--- src/rtl/seq_add64_ctrl_if.sv ---
// Valid/ready operand and result channels for seq_add64_ctrl.
// SEQ_ADD64_SUB_EN adds the sub request bit to the operand channel.
interface seq_add64_ctrl_if #(
    parameter int WIDTH = 64
);
    logic             in_valid;
    logic             in_ready;
    logic [WIDTH-1:0] a;
    logic [WIDTH-1:0] b;
    logic             c_in;
`ifdef SEQ_ADD64_SUB_EN
    logic             sub;
`endif
    logic             out_valid;
    logic             out_ready;
    logic [WIDTH-1:0] sum;
    logic             c_out;

    modport master (
        output in_valid, a, b, c_in, out_ready,
`ifdef SEQ_ADD64_SUB_EN
        output sub,
`endif
        input  in_ready, out_valid, sum, c_out
    );

    modport slave (
        input  in_valid, a, b, c_in, out_ready,
`ifdef SEQ_ADD64_SUB_EN
        input  sub,
`endif
        output in_ready, out_valid, sum, c_out
    );
endinterface

--- src/rtl/seq_add64_ctrl.sv ---
// Multi-cycle WIDTH-bit adder reusing one SLICE_W ripple-carry slice, LSB slice first.
// Define SEQ_ADD64_SUB_EN to add the sub request (a - b, c_out=1 means no borrow).

module seq_add64_rca_slice #(
    parameter int W = 16
) (
    input  logic [W-1:0] a,
    input  logic [W-1:0] b,
    input  logic         cin,
    output logic [W-1:0] sum,
    output logic         cout
);
    logic [W:0] c;

    always_comb begin
        // NOTE: every combinational output gets a default first so no path leaves it unassigned (no latch).
        sum  = '0;
        c    = '0;
        c[0] = cin;
        // NOTE: blocking assignments here so each bit sees the carry computed by the previous iteration.
        for (int i = 0; i < W; i++) begin
            sum[i]   = a[i] ^ b[i] ^ c[i];
            c[i+1]   = (a[i] & b[i]) | (c[i] & (a[i] ^ b[i]));
        end
        cout = c[W];
    end
endmodule

module seq_add64_ctrl #(
    parameter int WIDTH   = 64,
    parameter int SLICE_W = 16
) (
    input  logic              clk,
    input  logic              rst,
    seq_add64_ctrl_if.slave   bus,
    output logic              busy
);
    localparam int BEATS = WIDTH / SLICE_W;
    localparam int CNT_W = (BEATS > 1) ? $clog2(BEATS) : 1;
    localparam logic [CNT_W-1:0] LAST_BEAT = CNT_W'(BEATS - 1);

    if ((WIDTH % SLICE_W) != 0) begin : g_bad_width
        $error("seq_add64_ctrl: WIDTH must be a multiple of SLICE_W");
    end

    typedef enum logic [1:0] {
        IDLE = 2'd0,
        RUN  = 2'd1,
        DONE = 2'd2
    } state_t;

    state_t           state;
    logic [CNT_W-1:0] beat;
    logic [WIDTH-1:0] a_reg;
    logic [WIDTH-1:0] b_reg;
    logic [WIDTH-1:0] sum_reg;
    logic             carry_reg;
    logic             c_out_reg;
    logic             out_valid_reg;
    logic             busy_reg;

    logic [WIDTH-1:0] b_load;
    logic             carry_load;
    logic [SLICE_W-1:0] slice_a;
    logic [SLICE_W-1:0] slice_b;
    logic [SLICE_W-1:0] slice_sum;
    logic               slice_carry;

    // Subtraction is a + ~b + 1, so it reuses the adder by conditioning the stored operand and seed carry.
    always_comb begin
        b_load     = bus.b;
        carry_load = bus.c_in;
`ifdef SEQ_ADD64_SUB_EN
        if (bus.sub) begin
            b_load     = ~bus.b;
            carry_load = 1'b1;
        end
`endif
    end

    always_comb begin
        slice_a = a_reg[beat*SLICE_W +: SLICE_W];
        slice_b = b_reg[beat*SLICE_W +: SLICE_W];
    end

    seq_add64_rca_slice #(
        .W (SLICE_W)
    ) u_slice (
        .a    (slice_a),
        .b    (slice_b),
        .cin  (carry_reg),
        .sum  (slice_sum),
        .cout (slice_carry)
    );

    always_ff @(posedge clk) begin
        if (rst) begin
            // NOTE: a_reg/b_reg are left out of reset; they are always loaded on accept before being read.
            state         <= IDLE;
            beat          <= '0;
            carry_reg     <= 1'b0;
            sum_reg       <= '0;
            c_out_reg     <= 1'b0;
            out_valid_reg <= 1'b0;
            busy_reg      <= 1'b0;
        end else begin
            case (state)
                IDLE: begin
                    if (bus.in_valid) begin
                        a_reg     <= bus.a;
                        b_reg     <= b_load;
                        carry_reg <= carry_load;
                        beat      <= '0;
                        busy_reg  <= 1'b1;
                        state     <= RUN;
                    end
                end
                RUN: begin
                    sum_reg[beat*SLICE_W +: SLICE_W] <= slice_sum;
                    carry_reg                        <= slice_carry;
                    if (beat == LAST_BEAT) begin
                        beat          <= '0;
                        c_out_reg     <= slice_carry;
                        out_valid_reg <= 1'b1;
                        state         <= DONE;
                    end else begin
                        beat <= beat + 1'b1;
                    end
                end
                DONE: begin
                    if (bus.out_ready) begin
                        out_valid_reg <= 1'b0;
                        busy_reg      <= 1'b0;
                        state         <= IDLE;
                    end
                end
                default: begin
                    out_valid_reg <= 1'b0;
                    busy_reg      <= 1'b0;
                    state         <= IDLE;
                end
            endcase
        end
    end

    // in_ready depends only on state and rst, never on in_valid or out_ready.
    assign bus.in_ready  = (state == IDLE) && !rst;
    assign bus.out_valid = out_valid_reg;
    assign bus.sum       = sum_reg;
    assign bus.c_out     = c_out_reg;
    assign busy          = busy_reg;
endmodule

--- src/flat_wrapper.sv ---
// flat-port wrapper written by rule: the top's interface ports become plain ports
module seq_add64_ctrl_flat 
#(
    parameter int WIDTH   = 64,
    parameter int SLICE_W = 16
)
  (clk, rst, busy, bus_in_valid, bus_a, bus_b, bus_c_in, bus_out_ready, bus_in_ready, bus_out_valid, bus_sum, bus_c_out);
  seq_add64_ctrl_if #(.WIDTH(WIDTH)) bus_i ();
  input  logic clk;
  input  logic rst;
  output logic busy;
  input wire logic [$bits(bus_i.in_valid)-1:0] bus_in_valid;
  input wire logic [$bits(bus_i.a)-1:0] bus_a;
  input wire logic [$bits(bus_i.b)-1:0] bus_b;
  input wire logic [$bits(bus_i.c_in)-1:0] bus_c_in;
  input wire logic [$bits(bus_i.out_ready)-1:0] bus_out_ready;
  output wire logic [$bits(bus_i.in_ready)-1:0] bus_in_ready;
  output wire logic [$bits(bus_i.out_valid)-1:0] bus_out_valid;
  output wire logic [$bits(bus_i.sum)-1:0] bus_sum;
  output wire logic [$bits(bus_i.c_out)-1:0] bus_c_out;
  assign bus_i.in_valid = bus_in_valid;
  assign bus_i.a = bus_a;
  assign bus_i.b = bus_b;
  assign bus_i.c_in = bus_c_in;
  assign bus_i.out_ready = bus_out_ready;
  assign bus_in_ready = bus_i.in_ready;
  assign bus_out_valid = bus_i.out_valid;
  assign bus_sum = bus_i.sum;
  assign bus_c_out = bus_i.c_out;
  seq_add64_ctrl #(.WIDTH(WIDTH), .SLICE_W(SLICE_W)) u_core (.clk(clk), .rst(rst), .bus(bus_i), .busy(busy));
endmodule
--- config.mk ---
export PLATFORM = sky130hd
export DESIGN_NAME = seq_add64_ctrl_flat
export DESIGN_NICKNAME = d
export VERILOG_FILES = /design/src/rtl/seq_add64_ctrl_if.sv /design/src/rtl/seq_add64_ctrl.sv /design/src/flat_wrapper.sv
export SDC_FILE = /design/constraint.sdc
export NUM_CORES = 1
export LEC_CHECK = 0
export CORE_UTILIZATION = 30
export DETAILED_ROUTE_END_ITERATION = 6
export SYNTH_ARGS = -nofsm -noshare
export SYNTH_HDL_FRONTEND = slang
export SYNTH_HIERARCHICAL = 1
export SYNTH_SLANG_ARGS = --single-unit
--- constraint.sdc ---
create_clock -name clk -period 8.9 [get_ports clk]
set_input_delay 2.225 -clock clk [delete_from_list [all_inputs] [get_ports clk]]
set_output_delay 2.225 -clock clk [all_outputs]
set_load 0.005 [all_outputs]
==> impl_metrics.tcl <==
set metrics [dict create \
    die_h_um 161 \
    synth-warning-count 6 \
    first_iter_violations 313 \
    dieArea_um2 25900 \
    start_util 0.309 \
    area_delta_synth_final_pct 39.1 \
    grt_max_degree 81 \
    worstMarginPinSlew_ns 1.10 \
    fmax_mhz 129 \
    multi_input_area_um2 2120 \
    cts_tree "built" \
    ys.flop_type "edfxtp_1" \
    postRouteAntennaNets 0 \
    r2r_end "u_core/bus.sum[31]$_SDFFE_PP0P_" \
    first_pass_iters 4 \
    yosys.area.top_type "edfxtp_1" \
    ctsLongestPathBuffers 2 \
    r2r-start "u_core/beat[0]$_SDFFE_PP0P_" \
    grt_use_total 0.147 \
    synth_fp_nets 619 \
    power.total_mw 2.07 \
    htree_levels 4 \
    cts.reportedPaths.clkPinSlew_ns 0.08 \
    n_antenna_cell 0 \
    netlist_instances 464 \
    min_path_cells 2 \
    ys_seq_area_frac 0.698 \
    dieWidth_um 161 \
    nets 819 \
    ir_drop_v 0.000171 \
    rsz0062_at_grt "false" \
    cts.repair.resized 0 \
    slew_headroom 0.264 \
    place_congestion 0.801 \
    cts_buffers 17 \
    fin_crit_ns 7.76 \
    setup.worst_path.start "u_core/beat[0]$_SDFFE_PP0P_" \
    drc_errors 0 \
    std_cell_rows 57 \
    core_area_um2 24500 \
    rr_worst_depth 23 \
    maxCapViolations 0 \
    final_common_cell "clkdlybuf4s50_1" \
    clkSinkCount 200 \
    crit_type "flop to flop" \
    wirelength_um 18500 \
    drv_slew 0 \
    grt_pass1_vias 4952 \
    finalSetupViolCount 0 \
    power_per_cell_area_nw_per_um2 196 \
    worst_setup_path_end_kind "flop" \
    clk_latency_ns 0.43 \
    vias 4621 \
    avgSynthCellArea_um2 16.3 \
    pin_count 201 \
    min_to "u_core/bus.sum[22]$_SDFFE_PP0P_" \
    seqCellArea_um2 5290 \
    hold_buffers 0 \
    wl_per_cell_um 18.4 \
    reg2reg_slack_ns 1.14 \
    min-delay-start "u_core/bus.sum[22]$_SDFFE_PP0P_" \
    dp_cells 969 \
    synth_edf_count 128 \
    synth_area_um2 7580 \
    grt_overflow_total 0 \
    layout-drive-gt1-share 0.118 \
    outcome "completed" \
    crit_fanout 21 \
    yosys-top-cells-area "edfxtp_1 51%, dfxtp_1 19%, mux4_2 9.5%, fa_1 4.2%, a22o_1 3.7%" \
    final.period_utilization 0.872 \
    synth_top_area_share 0.507 \
    antenna_found_initial 0 \
    finalNonFillerCells 1001 \
    vias_per_cell 4.62 \
    numPortBuffers 200 \
    ys_types 31 \
    cts-root-buf "clkbuf_16" \
    worstPathArrival_ns 8.12 \
    tns_ns 0 \
    grt_pass1_wl_um 28400 \
    layout_common_cells "200 x clkdlybuf4s50_1, 128 x edfxtp_1, 70 x dfxtp_1, 37 x a21oi_1, 35 x nand2_1" \
    critPathLaunchType "flop" \
    fillerInstances 2224 \
    hold_viol_final 0 \
    finalClockSkew_ns 0.0116 \
    postCtsSetupRepairBufs 0 \
    synthArstFlopShare 0 \
    cp_data_required_time_ns 9.26 \
    ys_ff_latch 200 \
    leakage_nw 3.51 \
    hold_path.class "flop to flop" \
    hpwl_um 13800 \
]
## routing by layer
layer / global-route usage / vias to the layer above / routed length [um]
met5: 0 / - / 0
met4: 0.0399 / 0 / 151
met3: 0.0426 / 8 / 1310
met2: 0.236 / 164 / 8940
met1: 0.194 / 2285 / 8040
li1: - / 2164 / -
## where the power goes
group | leakage (nW) | switching, mW | internal (mW)
sequential | 1.77 | 0.0133 | 1.02
clock | 0.296 | 0.367 | 0.429
combinational | 1.44 | 0.113 | 0.122
total | 3.51 | 0.493 | 1.57
## Yosys cell counts, types with 3 or more instances
library cell  count
a22oi_1           3
a22o_1           32
buf_2             3
nor3_1            3
fa_1             16
a21oi_1          37
ha_1              6
edfxtp_1        128
mux4_2           32
nand3_1          32
dfxtp_1          72
nand2_1          35
nand3b_1          4
nor2_1            8
clkbuf_1         20
inv_1            13
## critical path, cell delays in order (launching register included)
cell and delay (ns):
dfxtp_2 0.38, buf_4 0.40, mux4_2 0.56, inv_1 0.11, fa_1 0.19, inv_1 0.06
fa_1 0.38, fa_1 0.39, fa_1 0.38, fa_1 0.39, fa_1 0.41, fa_1 0.40
fa_1 0.40, fa_1 0.39, fa_1 0.39, fa_1 0.39, fa_1 0.40, fa_1 0.41
fa_1 0.38, inv_1 0.09, fa_1 0.41, inv_1 0.13, nand3_1 0.08, a21oi_1 0.16
## worst max-delay path by stage
stage,cells after the start,to
CTS,23,u_core/bus.sum[31]$_SDFFE_PP0P_
finish,23,u_core/bus.sum[31]$_SDFFE_PP0P_
detailed placement,23,u_core/bus.sum[31]$_SDFFE_PP0P_
global placement,23,u_core/bus.sum[31]$_SDFFE_PP0P_
floorplan,25,u_core/bus.sum[31]$_SDFFE_PP0P_
global route,23,u_core/bus.sum[63]$_SDFFE_PP0P_
## stage by stage
| stage | hold slack [ns] | util | setup WS (ns) | area, um2 |
|---|---|---|---|---|
| finish | 0.455 | 0.430 | 1.14 | 10500 |
| global placement | 0.443 | 0.405 | 1.18 | 9930 |
| floorplan | 0.448 | - | 1.15 | 7580 |
| detailed placement | 0.448 | 0.405 | 1.08 | 9930 |
| CTS | 0.459 | 0.430 | 1.06 | 10500 |
| global route | 0.483 | 0.430 | 0.678 | 10500 |
## cells by family (layout without fill, tap and decap cells)
kind of cell,after synthesis,in the layout,share of synthesized area
and+or+nand+nor,93,93,0.0631
adders and majority gates,22,22,0.0522
muxes,34,34,0.0978
AOI/OAI and AO/OA,74,74,0.0661
buffers and inverters,41,254,0.0233
DFF,200,200,0.698
## final cells by class
type | instances | share of cell area
inverter | 13 | 0.00463
clock inverter | 14 | 0.0169
clock buffer | 18 | 0.0407
tap | 324 | 0.0385
multi-input combinational | 223 | 0.201
sequential | 200 | 0.502
timing repair buffer | 209 | 0.196
Note: power is estimated with default switching activity, not from simulation.
